==> src/rtl/speed_ramp_if.sv <==
// rtl/speed_ramp_if.sv - target/step handshake channel into speed_ramp
interface speed_ramp_if #(
  parameter int NBITS = 32
);
  logic [NBITS-1:0] tgtL_i;
  logic [NBITS-1:0] tgtR_i;
  logic [NBITS-1:0] step_i;
  logic             tgt_valid_i;
  logic             tgt_ready_o;

  modport master (output tgtL_i, tgtR_i, step_i, tgt_valid_i, input tgt_ready_o);
  modport slave  (input tgtL_i, tgtR_i, step_i, tgt_valid_i, output tgt_ready_o);
endinterface

==> src/rtl/speed_ramp.sv <==
// rtl/speed_ramp.sv - slew-limited left/right speed setpoint generator with emergency stop
// Define SPEED_RAMP_CLAMP_EN to clamp accepted targets to [-VMAX, +VMAX] and report it on sat_o.
module speed_ramp #(
  parameter int          CLK_FREQ  = 50_000_000,
  parameter int          RAMP_FREQ = 1_000,
  parameter int          NBITS     = 32,
  parameter int          STOP_STEP = 64,
  parameter logic [31:0] VMAX      = 32'h0000_7FFF
) (
  input  logic             clk,
  input  logic             rst,
  input  logic             clr,
  input  logic             en,
  speed_ramp_if.slave      tgt_if,
  input  logic             stop_i,
  output logic [NBITS-1:0] speedL_o,
  output logic [NBITS-1:0] speedR_o,
  output logic             done_o,
  output logic             tick_o,
  output logic             sat_o
);
  localparam int               TICK_MAX    = CLK_FREQ / RAMP_FREQ;
  localparam int               CW          = (TICK_MAX > 0) ? $clog2(TICK_MAX + 1) : 1;
  localparam logic [CW-1:0]    TICK_LAST   = CW'(TICK_MAX);
  localparam logic [NBITS-1:0] STOP_STEP_V = NBITS'(STOP_STEP);

  typedef enum logic [1:0] {IDLE, RAMP, STOP} state_t;

  state_t           state_q, state_d;
  logic [CW-1:0]    cnt_q, cnt_d;
  logic             tick_q, tick_d, ready_q, ready_d, done_q, done_d, sat_q, sat_d;
  logic [NBITS-1:0] spdL_q, spdL_d, spdR_q, spdR_d;
  logic [NBITS-1:0] tgtL_q, tgtL_d, tgtR_q, tgtR_d, step_q, step_d;
  logic [NBITS:0]   inL, inR;
  logic             xfer, at_tgt;

  // Difference is taken in NBITS+1 bits so full-scale opposite-sign pairs cannot wrap.
  function automatic logic [NBITS-1:0] slew(input logic [NBITS-1:0] s, t, stp);
    logic [NBITS:0] diff;
    logic [NBITS:0] mag;
    diff = {t[NBITS-1], t} - {s[NBITS-1], s};
    mag  = diff[NBITS] ? -diff : diff;
    if (mag <= {1'b0, stp}) slew = t;
    else if (diff[NBITS])   slew = s - stp;
    else                    slew = s + stp;
  endfunction

`ifdef SPEED_RAMP_CLAMP_EN
  localparam logic signed [NBITS-1:0] VMAX_P = NBITS'(VMAX);
  localparam logic signed [NBITS-1:0] VMAX_N = -VMAX_P;

  // Result is {clamped, value}.
  function automatic logic [NBITS:0] clamp(input logic [NBITS-1:0] v);
    if ($signed(v) > VMAX_P)      clamp = {1'b1, VMAX_P};
    else if ($signed(v) < VMAX_N) clamp = {1'b1, VMAX_N};
    else                          clamp = {1'b0, v};
  endfunction

  assign inL = clamp(tgt_if.tgtL_i);
  assign inR = clamp(tgt_if.tgtR_i);
`else
  logic unused_vmax;
  assign unused_vmax = ^VMAX;
  assign inL = {1'b0, tgt_if.tgtL_i};
  assign inR = {1'b0, tgt_if.tgtR_i};
`endif

  assign xfer   = tgt_if.tgt_valid_i & ready_q;
  assign at_tgt = (spdL_q == tgtL_q) && (spdR_q == tgtR_q);

  always_comb begin
    state_d = state_q;
    cnt_d   = cnt_q;
    tick_d  = 1'b0;
    spdL_d  = spdL_q;
    spdR_d  = spdR_q;
    tgtL_d  = tgtL_q;
    tgtR_d  = tgtR_q;
    step_d  = step_q;
    done_d  = at_tgt;
    sat_d   = sat_q;
    if (en) begin
      tick_d = (cnt_q == TICK_LAST);
      cnt_d  = tick_d ? '0 : cnt_q + CW'(1);
    end
    if (clr) begin
      spdL_d  = '0;
      spdR_d  = '0;
      tgtL_d  = '0;
      tgtR_d  = '0;
      state_d = IDLE;
      done_d  = 1'b1;
      sat_d   = 1'b0;
    end else if (stop_i) begin
      state_d = STOP;
      tgtL_d  = '0;
      tgtR_d  = '0;
      step_d  = STOP_STEP_V;
      if (state_q == STOP && tick_q) begin
        spdL_d = slew(spdL_q, tgtL_q, step_q);
        spdR_d = slew(spdR_q, tgtR_q, step_q);
      end
    end else begin
      // A tick coinciding with a transfer still steers toward the old targets.
      if (tick_q && state_q != IDLE) begin
        spdL_d = slew(spdL_q, tgtL_q, step_q);
        spdR_d = slew(spdR_q, tgtR_q, step_q);
      end
      case (state_q)
        IDLE, RAMP: begin
          if (xfer) begin
            tgtL_d  = inL[NBITS-1:0];
            tgtR_d  = inR[NBITS-1:0];
            step_d  = tgt_if.step_i;
            sat_d   = inL[NBITS] | inR[NBITS];
            state_d = RAMP;
          end else if (state_q == RAMP && at_tgt) begin
            state_d = IDLE;
          end
        end
        default: begin
          if (spdL_q == '0 && spdR_q == '0) state_d = IDLE;
        end
      endcase
    end
    ready_d = (state_d != STOP);
  end

  always_ff @(posedge clk) begin
    if (!rst) begin
      state_q <= IDLE;
      cnt_q   <= '0;
      tick_q  <= 1'b0;
      ready_q <= 1'b0;
      done_q  <= 1'b1;
      sat_q   <= 1'b0;
      spdL_q  <= '0;
      spdR_q  <= '0;
      tgtL_q  <= '0;
      tgtR_q  <= '0;
      step_q  <= '0;
    end else begin
      state_q <= state_d;
      cnt_q   <= cnt_d;
      tick_q  <= tick_d;
      ready_q <= ready_d;
      done_q  <= done_d;
      sat_q   <= sat_d;
      spdL_q  <= spdL_d;
      spdR_q  <= spdR_d;
      tgtL_q  <= tgtL_d;
      tgtR_q  <= tgtR_d;
      step_q  <= step_d;
    end
  end

  assign tgt_if.tgt_ready_o = ready_q;
  assign speedL_o = spdL_q;
  assign speedR_o = spdR_q;
  assign done_o   = done_q;
  assign tick_o   = tick_q;
  assign sat_o    = sat_q;
endmodule

==> src/flat_wrapper.sv <==
// flat-port wrapper written by rule: the top's interface ports become plain ports
module speed_ramp_flat 
#(
  parameter int          CLK_FREQ  = 50_000_000,
  parameter int          RAMP_FREQ = 1_000,
  parameter int          NBITS     = 32,
  parameter int          STOP_STEP = 64,
  parameter logic [31:0] VMAX      = 32'h0000_7FFF
)
  (clk, rst, clr, en, stop_i, speedL_o, speedR_o, done_o, tick_o, sat_o, tgt_if_tgtL_i, tgt_if_tgtR_i, tgt_if_step_i, tgt_if_tgt_valid_i, tgt_if_tgt_ready_o);
  speed_ramp_if #(.NBITS(NBITS)) tgt_if_i ();
  input  logic clk;
  input  logic rst;
  input  logic clr;
  input  logic en;
  input  logic stop_i;
  output logic [NBITS-1:0] speedL_o;
  output logic [NBITS-1:0] speedR_o;
  output logic done_o;
  output logic tick_o;
  output logic sat_o;
  input wire logic [$bits(tgt_if_i.tgtL_i)-1:0] tgt_if_tgtL_i;
  input wire logic [$bits(tgt_if_i.tgtR_i)-1:0] tgt_if_tgtR_i;
  input wire logic [$bits(tgt_if_i.step_i)-1:0] tgt_if_step_i;
  input wire logic [$bits(tgt_if_i.tgt_valid_i)-1:0] tgt_if_tgt_valid_i;
  output wire logic [$bits(tgt_if_i.tgt_ready_o)-1:0] tgt_if_tgt_ready_o;
  assign tgt_if_i.tgtL_i = tgt_if_tgtL_i;
  assign tgt_if_i.tgtR_i = tgt_if_tgtR_i;
  assign tgt_if_i.step_i = tgt_if_step_i;
  assign tgt_if_i.tgt_valid_i = tgt_if_tgt_valid_i;
  assign tgt_if_tgt_ready_o = tgt_if_i.tgt_ready_o;
  speed_ramp #(.CLK_FREQ(CLK_FREQ), .RAMP_FREQ(RAMP_FREQ), .NBITS(NBITS), .STOP_STEP(STOP_STEP), .VMAX(VMAX)) u_core (.clk(clk), .rst(rst), .clr(clr), .en(en), .tgt_if(tgt_if_i), .stop_i(stop_i), .speedL_o(speedL_o), .speedR_o(speedR_o), .done_o(done_o), .tick_o(tick_o), .sat_o(sat_o));
endmodule
==> config.mk <==
export PLATFORM = sky130hd
export DESIGN_NAME = speed_ramp_flat
export DESIGN_NICKNAME = d
export VERILOG_FILES = /design/src/rtl/speed_ramp_if.sv /design/src/rtl/speed_ramp.sv /design/src/flat_wrapper.sv
export SDC_FILE = /design/constraint.sdc
export NUM_CORES = 1
export LEC_CHECK = 0
export CAP_MARGIN = 20
export CORE_MARGIN = 5
export CORE_UTILIZATION = 25
export CTS_CLUSTER_SIZE = 40
export DETAILED_ROUTE_END_ITERATION = 6
export SYNTH_ARGS = -nofsm -noshare
export SYNTH_HDL_FRONTEND = slang
export SYNTH_SLANG_ARGS = --single-unit
==> constraint.sdc <==
create_clock -name clk -period 8.8 [get_ports clk]
set_clock_uncertainty 0.05 [all_clocks]
set_input_delay 1.76 -clock clk [delete_from_list [all_inputs] [get_ports clk]]
set_output_delay 1.76 -clock clk [all_outputs]
set_load 0.005 [all_outputs]
==> impl_results.md <==
* Cell with the most instances after synthesis: nand2_1
* CTS root buf: clkbuf_16
* I/O pins at 170
* Pleak at 0.00869 uW
* CP Capture Type: register
* Commonest cells in the netlist: 269 x nand2_1, 224 x a21oi_1, 212 x nor2_1
* Initial antenna violation count at 3
* Post-DRT Antenna Nets at 0
* Num rows at 100
* PwrDens at approximately 150 nW/um2
* Routed len/inst at just under 20 um
* Post-DP Area at roughly 21000 um2
* CP max FO at 32
* Flops & latches, synth at 181
* Number of CTS-inserted buffers at 17
* GRT overflow at 0
* Register area at 3620 um2
* HP Start: u_core.tgtR_q[0]
* DRT iter0 DRCs at 1892
* Placed cell count at 3609
* Die Y at 283 um
* Sequential fraction of the synthesis area at 19.5%
* Via count at around 19k
* HP Class: register to register
* Hold-fix buffers, CTS at 0
* Final nets at 2961
* Core ar. at 74200 um2
* Layout fillers at about 8k
* Max Clk Rate at 143 MHz
* Mapped Cells at around 2.6k
* Main synth FF type: dfxtp_1
* Antenna fix cells at 0
* R2R setup slack at 1820 ps
* CTS resizes at 0
* Largest cells by area after synthesis: dfxtp_1 19%, ha_1 13%, xnor2_1 8.0%, a21oi_1 6.0%, nand2_1 5.4%
* Number of buffers added on ports at around 170
* Setup TNS at 0 ps
* M2 GR Usage at 26.5%
* Cell taking the most area after synthesis: dfxtp_1
* Fin crit share at 79.3%
* Busiest layer in global routing: met2
* Pre-Repair DR Iteration Count at 5
* Final min period at around 7000 ps
* Clock Tree Buf Depth at 2
* Yosys cell types at 92
* Area Overhead vs Synth at 17.6%
* Hold Fails Final Rpt at 0
* Top cell type's share of synthesized area at 19.5%
* Slew HR at a little over a quarter
* Hold worst-path end: u_core.tgtR_q[0]
* All-Layer GR Usage at 17.1%
* Asr flop ratio synth at 0%
* CP Launch Type: register
* Worst Tran Pin Value at approximately 1100 ps
* Yosys warning count at 0
* Syn_area_per_cell at 7.25 um2
* Final wirelength at 70.8 mm
* Worst-path clk slew at ~80 ps
* Worst Setup SP: u_core.speedR_o[0]
* Largest net degree at the start of global routing at 67
* Vias in the first global route at 17.7k
* Critical path data required time at 9170 ps
* Maximum VDD drop at 118 uV
* Final std cells w/o fill at approximately 3.6k
* RSZ-0062 raised after global routing: no
* GRT met1 Usage at about a quarter
* Clock Sinks at ~180
* Status: finished clean
* Postcts setup bufs at 0
* Area occupied by multi-input gates at 14000 um2
* Design area at 21900 um2
* Count of final max-slew check failures at 0
* CP Class: register to register
* CTS H-tree lvls at 4
* Overall Power at 3290 uW
* # Max-Cap Violations at 0
* Layout cells sized above 1 at 3.89%
* Routability cong. at 0.951
* Final Setup Violations at 0
* CTS tree: done
* Clock latency at the later pin of the worst-skew pair at 510 ps
* DRC Markers at 0
* Post-synth EDFFs at 0
* Via/cell ratio at 5.30
* Post-DP HPWL at 55.7 mm
* Starting Density at 25.1%
* Reg-to-Reg End: u_core.speedR_o[6]
* Met3 Use GR at approximately 3.6%
* Syn Nets at 2869
* First-pass GRT wire length at 108 mm
* FF-to-FF path depth at 23
* Mapped Area at 18600 um2
* RR Startpoint: u_core.speedR_o[0]
* Die Area at 80100 um2
* Hold Path Stages at 2
* Die Wd at around 280 um
* CP Data Arrival Time at 7340 ps
* Min Hold Slack at approximately 400 ps
## cells by family (layout without fill, tap and decap cells)
kind of cell / Yosys count / in the layout / share of synthesized area, %
muxes: 7 / 7 / 0.383
other: 1 / 1 / 0.0201
adders and majority gates: 199 / 199 / 13.5
buffers and inverters: 274 / 377 / 5.77
and+or+nand+nor: 881 / 881 / 22.8
xor gates and xnor gates: 220 / 220 / 10.3
DFF: 181 / 181 / 19.5
AOI/OAI and AO/OA: 805 / 805 / 27.7
## how the worst max path moves through the flow
| stage | to | slack, ps | depth (start not counted) |
|---|---|---|---|
| after floorplan | u_core.speedR_o[27] | 3030 | 24 |
| after global placement | u_core.speedR_o[6] | 1930 | 23 |
| after detailed placement | u_core.speedR_o[6] | 1890 | 23 |
| after CTS | u_core.speedR_o[6] | 1850 | 23 |
| after global routing | u_core.speedR_o[27] | 1300 | 23 |
| final | u_core.speedR_o[6] | 1820 | 23 |
## cell usage in the layout, fill, tap and decap left out, types with 34 or more instances in the layout
cell,n
nor3_1,56
a21o_1,70
o21ai_0,171
nand4_1,51
ha_1,195
a31oi_1,59
inv_1,156
nand3_1,94
xnor2_1,170
a21oi_1,223
xor2_1,50
dfxtp_1,181
nor2_1,211
a22oi_1,34
clkdlybuf4s50_1,168
nand2_1,268
## through the flow
stage          worst slack, ps  utilization (%)
5_1_grt                   1300             29.5
6_report                  1820             29.5
3_5_place_dp              1890             28.7
4_1_cts                   1850             29.5
2_1_floorplan             3030                -
3_3_place_gp              1930             28.7
## state kept, by name (all words and copies together) (netlist names)
register	flops
u_core.speedL_o	32
u_core.speedR_o	32
u_core.step_q	32
u_core.tgtL_q	32
u_core.tgtR_q	32
u_core.cnt_q	16
u_core.state_q	2
u_core.done_o	1
u_core.tgt_if.tgt_ready_o	1
u_core.tick_o	1
## worst max-delay path: stages, from the launching register on
cell and delay [ps]:
dfxtp_1 360, ha_1 240, fa_1 390, nand2b_1 190, a21o_1 200, a21oi_1 430
or4b_2 220, nand3_1 170, or4_4 570, nor3_1 390, nand4_1 210, nor3_1 570
a31oi_1 210, xnor2_1 210, ha_1 260, nor2b_1 130, o21ai_0 130, nand2b_1 80
a21oi_1 150, nor2b_1 60, nor3_1 380, a31o_2 830, a221oi_1 230, a211oi_1 210
## power breakdown
part           leakage [uW]  switching [uW]  internal [uW]  total, uW
combinational       0.00692             971            607       1580
sequential          0.00146            8.57            825        834
clock              0.000306             396            486        882
## metal layers
layer / part of all wire, % / wire [um]
met1: 48 / 33800
met2: 44 / 31000
met3: 6.7 / 4740
met4: 1.7 / 1240
met5: 0.059 / 42
## area by class of cell
cell class	instances	share of cell area, %
Sequential cell	181	16.5
Clock inverter	12	0.874
Timing Repair Buffer	190	8.45
Clock buffer	18	2.00
Inverter	157	2.69
Tap cell	969	5.53
Multi-Input combinational cell	2113	63.9
(Power assumes the default switching activity.)
